## config.mk

```make
export PLATFORM = sky130hd
export DESIGN_NAME = mux_arb
export DESIGN_NICKNAME = d
export VERILOG_FILES = /design/src/rtl/mux_arb_pkg.sv /design/src/rtl/rr_pick.sv /design/src/rtl/mux_arb.sv
export SDC_FILE = /design/constraint.sdc
export NUM_CORES = 1
export LEC_CHECK = 0
export CELL_PAD_IN_SITES_DETAIL_PLACEMENT = 0
export CELL_PAD_IN_SITES_GLOBAL_PLACEMENT = 1
export CORE_MARGIN = 1
export CORE_UTILIZATION = 27
export DETAILED_ROUTE_END_ITERATION = 8
export HOLD_SLACK_MARGIN = 0.08
export PLACE_DENSITY = 0.85
export REMOVE_ABC_BUFFERS = 1
export SKIP_LAST_GASP = 1
export SLEW_MARGIN = 20
export SYNTH_ARGS = -nofsm -noshare
export SYNTH_HDL_FRONTEND = slang
export SYNTH_SLANG_ARGS = --single-unit
```

## constraint.sdc

```tcl
create_clock -name clk -period 2.2 [get_ports clk]
set_input_delay 0.33 -clock clk [delete_from_list [all_inputs] [get_ports clk]]
set_output_delay 0.33 -clock clk [all_outputs]
set_load 0.05 [all_outputs]
```

## src/rtl/mux_arb_pkg.sv

```systemverilog
// mux_arb_pkg
// Shared definitions for the mux_arb slice: the mode encodings used on the
// mux_arb 'mode' input.
//   MODE_KEY : channel picked by the 'sel' key
//   MODE_RR  : channel picked by round-robin arbitration among valid inputs
package mux_arb_pkg;

    localparam logic MODE_KEY = 1'b0;
    localparam logic MODE_RR  = 1'b1;

endpackage

```

## src/rtl/rr_pick.sv

```systemverilog
// rr_pick
// Combinational round-robin picker. Searches the request vector starting at
// ptr+1 and wrapping modulo NR_CH; the first set request wins.
// Ports:
//   req   in  NR_CH    request vector
//   ptr   in  SEL_LEN  index of the last winner (search starts just after it)
//   grant out SEL_LEN  index of the winning request (0 when none)
//   found out 1        at least one request was set
module rr_pick #(
    parameter int  NR_CH   = 4,
    localparam int SEL_LEN = $clog2(NR_CH)
) (
    input  logic [NR_CH-1:0]   req,
    input  logic [SEL_LEN-1:0] ptr,
    output logic [SEL_LEN-1:0] grant,
    output logic               found
);

    logic [SEL_LEN-1:0] cand;

    // Walk the candidates from farthest (ptr+NR_CH == ptr) to nearest
    // (ptr+1) so the last hit written is the one closest after ptr.
    // ptr is always a legal channel, so one subtraction handles the wrap.
    always_comb begin
        grant = '0;
        found = 1'b0;
        cand  = '0;
        for (int i = NR_CH; i >= 1; i--) begin
            if (int'(ptr) + i >= NR_CH)
                cand = SEL_LEN'(int'(ptr) + i - NR_CH);
            else
                cand = SEL_LEN'(int'(ptr) + i);
            if (req[cand]) begin
                grant = cand;
                found = 1'b1;
            end
        end
    end

endmodule

```

## src/rtl/mux_arb.sv

```systemverilog
// mux_arb
// Registered N-channel multiplexer with valid/ready handshakes on every input
// and on the output. The channel is chosen either by the 'sel' key or by
// round-robin arbitration; the chosen word and its channel index are
// captured into an output buffer one cycle later.
// Build option: define MUX_ARB_SKID_EN for a two-entry skid buffer whose
// in_ready does not depend on out_ready; otherwise a single-entry buffer.
// Ports:
//   clk, rst_n      clock (rising edge) and asynchronous active-low reset
//   mode            0 = keyed select, 1 = round-robin
//   sel             channel key for keyed mode
//   in_valid        per-channel valid
//   in_ready        per-channel ready, one-hot or zero
//   in_data         flat input data, channel n at [DATA_LEN*(n+1)-1:DATA_LEN*n]
//   out_valid       output holds data
//   out_ready       consumer accepts
//   out_data        buffered data
//   out_ch          channel that supplied out_data
module mux_arb
    import mux_arb_pkg::*;
#(
    parameter int  NR_CH    = 4,
    parameter int  DATA_LEN = 2,
    localparam int SEL_LEN  = $clog2(NR_CH)
) (
    input  logic                      clk,
    input  logic                      rst_n,
    input  logic                      mode,
    input  logic [SEL_LEN-1:0]        sel,
    input  logic [NR_CH-1:0]          in_valid,
    output logic [NR_CH-1:0]          in_ready,
    input  logic [NR_CH*DATA_LEN-1:0] in_data,
    output logic                      out_valid,
    input  logic                      out_ready,
    output logic [DATA_LEN-1:0]       out_data,
    output logic [SEL_LEN-1:0]        out_ch
);

    logic [SEL_LEN-1:0]  ptr;
    logic [SEL_LEN-1:0]  rr_grant;
    logic                rr_found;
    logic [SEL_LEN-1:0]  grant;
    logic                found;
    logic [DATA_LEN-1:0] grant_data;
    logic                can_accept;
    logic                push;
    logic                pop;

    rr_pick #(.NR_CH(NR_CH)) u_rr_pick (
        .req   (in_valid),
        .ptr   (ptr),
        .grant (rr_grant),
        .found (rr_found)
    );

    // A key that does not name an existing channel grants nothing.
    always_comb begin
        grant = '0;
        found = 1'b0;
        if (mode == MODE_KEY) begin
            grant = sel;
            found = (int'(sel) < NR_CH) && in_valid[sel];
        end else begin
            grant = rr_grant;
            found = rr_found;
        end
    end

    always_comb begin
        grant_data = '0;
        for (int n = 0; n < NR_CH; n++) begin
            if (int'(grant) == n)
                grant_data = in_data[n*DATA_LEN +: DATA_LEN];
        end
    end

    assign pop  = out_valid & out_ready;
    assign push = found & can_accept;

    // rst_n gates can_accept so no transfer is offered while in reset.
    always_comb begin
        in_ready = '0;
        for (int n = 0; n < NR_CH; n++) begin
            in_ready[n] = push && (int'(grant) == n);
        end
    end

    // The pointer follows every input transfer regardless of mode, so a
    // mode switch resumes round-robin right after the last served channel.
    always_ff @(posedge clk or negedge rst_n) begin
        if (!rst_n)
            ptr <= SEL_LEN'(NR_CH - 1);
        else if (push)
            ptr <= grant;
    end

`ifdef MUX_ARB_SKID_EN
    logic [1:0]          count;
    logic [DATA_LEN-1:0] skid_data;
    logic [SEL_LEN-1:0]  skid_ch;

    assign out_valid  = (count != 2'd0);
    assign can_accept = rst_n && (count != 2'd2);

    // out_data/out_ch are the head entry; skid_* holds the word that
    // arrived after the consumer stalled. Push with pop only occurs at
    // occupancy 1, since a full buffer refuses input.
    always_ff @(posedge clk or negedge rst_n) begin
        if (!rst_n) begin
            count     <= 2'd0;
            out_data  <= '0;
            out_ch    <= '0;
            skid_data <= '0;
            skid_ch   <= '0;
        end else begin
            case ({push, pop})
                2'b10: begin
                    if (count == 2'd0) begin
                        out_data <= grant_data;
                        out_ch   <= grant;
                        count    <= 2'd1;
                    end else begin
                        skid_data <= grant_data;
                        skid_ch   <= grant;
                        count     <= 2'd2;
                    end
                end
                2'b01: begin
                    if (count == 2'd2) begin
                        out_data <= skid_data;
                        out_ch   <= skid_ch;
                        count    <= 2'd1;
                    end else begin
                        count <= 2'd0;
                    end
                end
                2'b11: begin
                    out_data <= grant_data;
                    out_ch   <= grant;
                end
                default: begin
                end
            endcase
        end
    end
`else
    logic full;

    assign out_valid  = full;
    assign can_accept = rst_n && (!full || out_ready);

    // Single entry: a push overwrites the entry (which is leaving this
    // cycle if it was full); otherwise a pop empties it. Data is held.
    always_ff @(posedge clk or negedge rst_n) begin
        if (!rst_n) begin
            full     <= 1'b0;
            out_data <= '0;
            out_ch   <= '0;
        end else if (push) begin
            full     <= 1'b1;
            out_data <= grant_data;
            out_ch   <= grant;
        end else if (pop) begin
            full <= 1'b0;
        end
    end
`endif

endmodule

```

After elaboration in Yosys (flattened, before gate mapping)
Cells that the tools add are included.

storage, ports and cells
  register bits = 7
  bits in latches = 0
  RAM bits = 0
  bits in read-only memories = 0
  bits of input ports = 18
  output and inout bits = 9
  logic and storage cells = 65
  memories = 0

operators by class
  add/subtract/negate cells = 8
  multipliers = 0
  div/mod/pow operators = 0
  magnitude comparators = 9
  equal/unequal tests = 3
  shift operators = 0
  mux-type cells = 30
  bitwise operators = 2
  reduce and logical (&&, ||, !) cells = 9

operators by type and width
  cell                                                                   count
  2-bit 2-to-1 mux                                                       13
  2-bit by 3-bit < comparator with 1-bit output, second input constant   5
  1-bit 2-to-1 mux                                                       12
  1-bit binary-select mux with 2-bit select                              5
  3-bit >= comparator, second input constant                             3
  2-bit by 1-bit subtractor with 2-bit output, second input constant     4
  2-bit by 2-bit adder with 3-bit output, second input constant          2
  1-bit logical AND                                                      5
  2-bit by 3-bit adder with 4-bit output, second input constant          1
  2-bit == test, second input constant                                   2
  4-bit by 3-bit >= comparator with 1-bit output, second input constant  1
  2-bit by 1-bit adder with 3-bit output, second input constant          1
  1-bit AND                                                              2
  2-bit by 1-bit == test with 1-bit output, second input constant        1
  2-bit zero test                                                        1
  2-bit nonzero test                                                     1
  1-bit zero test                                                        1
  1-bit logical OR                                                       1

Longest topological paths before layout
  depth in word-level cells = 15
  gate-level depth with buffers = 6
  gate-level depth less buffers = 5

Hierarchy
Synthesis repeated with hierarchy kept, for this count alone.

second synthesis, totals
  cells, all modules = 53
  area total of the unflattened synthesis = 521.8 um2

by module, submodules not included
  module   instances  cells each  area each (um2)
  mux_arb  1          39          430.4
  rr_pick  1          14          91.3

Worst setup path before layout
Ideal clock, no wire load.

  kind = register -> output
  from = reg ptr[1]
  to = out in_ready[2]
  data arrival time = 2.332 ns
  data required time = 1.870 ns
  slack = -0.462 ns
  cell stages (with the launch flop) = 5
  path buffers = 0
  path through = dfstp_2 -> nor3b_1 -> a2111oi_2 -> o22ai_2 -> nor3_1

on the way
  cells in the longest elaborated chain, start to end = 12

ends and longest elaborated chain
  element                                                                                                               RTL line                      text
  from (decl)                                                                                                           mux_arb.sv:39                 logic [SEL_LEN-1:0] ptr;
  from (signal assigned)                                                                                                mux_arb.sv:92                 ptr <= SEL_LEN'(NR_CH - 1);
  from (signal assigned)                                                                                                mux_arb.sv:94                 ptr <= grant;
  2-bit by 3-bit adder with 4-bit output                                                                                rr_pick.sv:30, rr_pick.sv:32
  4-bit by 3-bit >= comparator with 1-bit output / 2-bit by 1-bit subtractor with 2-bit output (equally long branches)  rr_pick.sv:29, rr_pick.sv:30
  2-bit 2-to-1 mux                                                                                                      rr_pick.sv:29                 if (int'(ptr) + i >= NR_CH)
  1-bit binary-select mux with 2-bit select                                                                             rr_pick.sv:33                 if (req[cand]) begin
  1-bit 2-to-1 mux (implied by the code)                                                                                rr_pick.sv:33
  2-bit 2-to-1 mux / 1-bit 2-to-1 mux (equally long branches) (4 in a row)                                              rr_pick.sv:33
  2-bit 2-to-1 mux / 1-bit 2-to-1 mux (equally long branches)                                                           mux_arb.sv:60                 if (mode == MODE_KEY) begin
  2-bit == test / 1-bit AND (equally long branches)                                                                     mux_arb.sv:84, mux_arb.sv:78
  1-bit logical AND *                                                                                                   mux_arb.sv:84                 in_ready[n] = push && (int'(grant) == n);
  to (decl)                                                                                                             mux_arb.sv:31                 output logic [NR_CH-1:0] in_ready,

Mark *: on every way between the ends. The rest lies on a longest branch, timed or not. The select of a mux whose other input is x is not followed.

Worst setup path in the final report
  from = reg ptr[0]
  to = out in_ready[1]

The elaborated chain is that of the path after synthesis.

==> results <==
[kinds of logic after synthesis]
group	count (synthesis)	share of synthesized area, %
flops	7	34.0
buf+inv	4	4.54
mux	5	12.7
simple gates	23	21.8
compound gates	17	27.0
[per-layer routing]
layer,GRT usage [%],share of wire (%)
met5,0,0
met4,7.06,2.9
met3,1.59,2.8
met2,25.9,54
met1,22.6,40
[cells in the final DEF (no fill, tap or decap), types with 2 or more instances in the layout]
master / synthesis / routed
dfrtp_1: 5 / 5
nand3_1: 2 / 2
dlygate4sd2_1: 0 / 4
nand2_2: 0 / 2
o221ai_1: 2 / 2
nand2_1: 8 / 6
inv_1: 2 / 2
clkbuf_4: 0 / 3
dfstp_2: 2 / 2
buf_12: 0 / 4
a21o_1: 3 / 3
mux2i_1: 4 / 4
clkdlybuf4s50_1: 0 / 17
nor2_1: 4 / 2
buf_4: 0 / 19
nor2b_1: 2 / 2
[worst max-delay path, cell delays in order (launching register included)]
cell	delay (ns)
dfstp_2	0.57
nor3b_4	0.25
a2111oi_4	0.09
o22ai_2	0.17
buf_4	0.16
nand2_2	0.07
a21oi_2	0.17
buf_12	0.15
[layout make-up]
type	count	area, um^2
Clock buffer	4	26.3
Fill cell	175	679
Tap cell	25	31.3
Timing Repair Buffer	46	444
Inverter	2	7.51
Multi-Input combinational cell	45	398
Sequential cell	7	178
[registers in the layout (all words and copies together), names as in the netlist]
name       flops
out_ch         2
out_data       2
ptr            2
out_valid      1
[path summary, 6_finish.rpt]
kind                                        from                      end  slack [ns]  cells after the start
max                           ptr[0]$_DFFE_PN1N_              in_ready[1]       0.007                      7
min                                        rst_n    out_ch[1]$_DFFE_PN0N_        0.39                      2
max reg2reg                   ptr[1]$_DFFE_PN1N_  out_data[1]$_DFFE_PN0N_        0.27                      7
min reg2reg                out_ch[1]$_DFFE_PN0N_    out_ch[1]$_DFFE_PN0N_        0.48                      1
max in group asynchronous                  rst_n       ptr[1]$_DFFE_PN1N_        1.60                      2
min in group clk           out_ch[1]$_DFFE_PN0N_    out_ch[1]$_DFFE_PN0N_        0.48                      1
[power breakdown]
part | internal, mW | leakage (nW) | switching (mW)
clock network | 0.0688 | 0.0150 | 0.0404
logic | 0.206 | 0.371 | 0.239
registers | 0.170 | 0.0824 | 0.0299
[stage by stage]
stage | setup WS (ns) | total power, mW | setup TNS, ns | util [%] | hold WS, ns
after floorplan | -0.462 | 0.400 | -0.634 | - | 0.0344
after global placement | -0.177 | 0.569 | -0.825 | 53.9 | 0.464
after detailed placement | -0.201 | 0.575 | -0.959 | 53.9 | 0.462
after CTS | 0.000973 | 0.717 | 0 | 58.2 | 0.387
after global routing | -0.0833 | 0.795 | -0.283 | 61.5 | 0.423
final | 0.00677 | 0.755 | 0 | 61.5 | 0.390
[what timing repair did]
item	in CTS	in global routing
cloned	0	0
hold buffers	0	0
resized for setup	13	13
setup buffers	4	1
endpoints found under the setup margin	4	4
pin swaps	8	4
==> out/results.ini <==
[sta]
final.period_utilization_pct = 99.7
min_period_ns = 2.19
fmax_ghz = 0.456
rsz0062_at_grt = yes
tightest_slew_ns = 0.500
finalMaxSlewViolations = 0
hold_violations = 0
fin_skew_ns = 0.00349
setup_violations = 0
relSlewSlack_pct = 66.6

[pwr]
ir_drop_v = 0.000440
power_density_nw_per_um2 = 696
leakagePower_nw = 0.468

[detailed_routing]
routed_via_density = 4.97
ant_nets = 0
wl_per_cell_um = 13.5
drtIter0Drc = 6
wirelength_mm = 1.74
vias = 641
drt_first_pass_iters = 4
drc_errors = 0

[synth]
synthCells = 56
synth_ff_type = dfrtp_1
netlist_top_cells_area = dfrtp_1 24%, dfstp_2 10%, mux2i_1 7.7%, nand2_1 5.7%, mux4_1 5.0%
yosysSeqAreaShare_pct = 34.0
yosysTopAreaCell = dfrtp_1
synth_common_cells = 8 x nand2_1, 5 x dfrtp_1, 4 x mux2i_1, 4 x nor2_1, 3 x a21o_1
ys_warn_count = 0
syn-mean-instance-area_um2 = 9.34
synth_top_area_share_pct = 23.9
yosys_register_bits = 7
synth.most_common_cell = nand2_1
netlist_area_um2 = 523
async_reset_ff_share_pct = 100
synthDistinctLibCells = 29
synth_edf_count = 0

[status]
status = finished clean

[layout]
area_growth_pct = 107
drive_gt1_share_pct = 44.2
n_antenna_cell = 0
final_area_um2 = 1080
nNetsFinal = 123
instances_no_fill = 129

[floorplanning]
initial_utilization_pct = 29.6
num_rows = 15
die-area_um2 = 2120
io_pins = 27
die_x_um = 46.0
coreArea_um2 = 1760
fp.dieH_um = 46.0

[clock_tree]
clk-insertion-delay-late_ns = 0.24
root_buffer = clkbuf_4
path_clk_slew_ns = 0.05
cts_tree = built
htree_levels = 1
clockBufferDepth = 2
cts_num_sinks = 7
cts-buffers-inserted = 3

[placed_design]
gp_congestion = 0.765
placed_area_um2 = 951
dp.cells = 120
dp_hpwl_mm = 1.25
io_buffers = 26

[setup_path]
endpoint_kind = primary output
worst_setup_path_start_kind = register
cp.arrival_ns = 1.86
crit_type = register to primary output
critical_path.max_fanout = 5
crit_required_ns = 1.87

[flow_run]
max_cap_viol_count = 0

[global_route]
grt_pass1_vias = 600
grt_max_degree = 8
grt_pass1_wl_mm = 2.54
antenna_found_initial = 0
track_usage_pct = 16.4
grt-ovfl-total = 0

[min_path]
hold_class = input port to asynchronous set/reset pin

(Power assumes the default switching activity.)
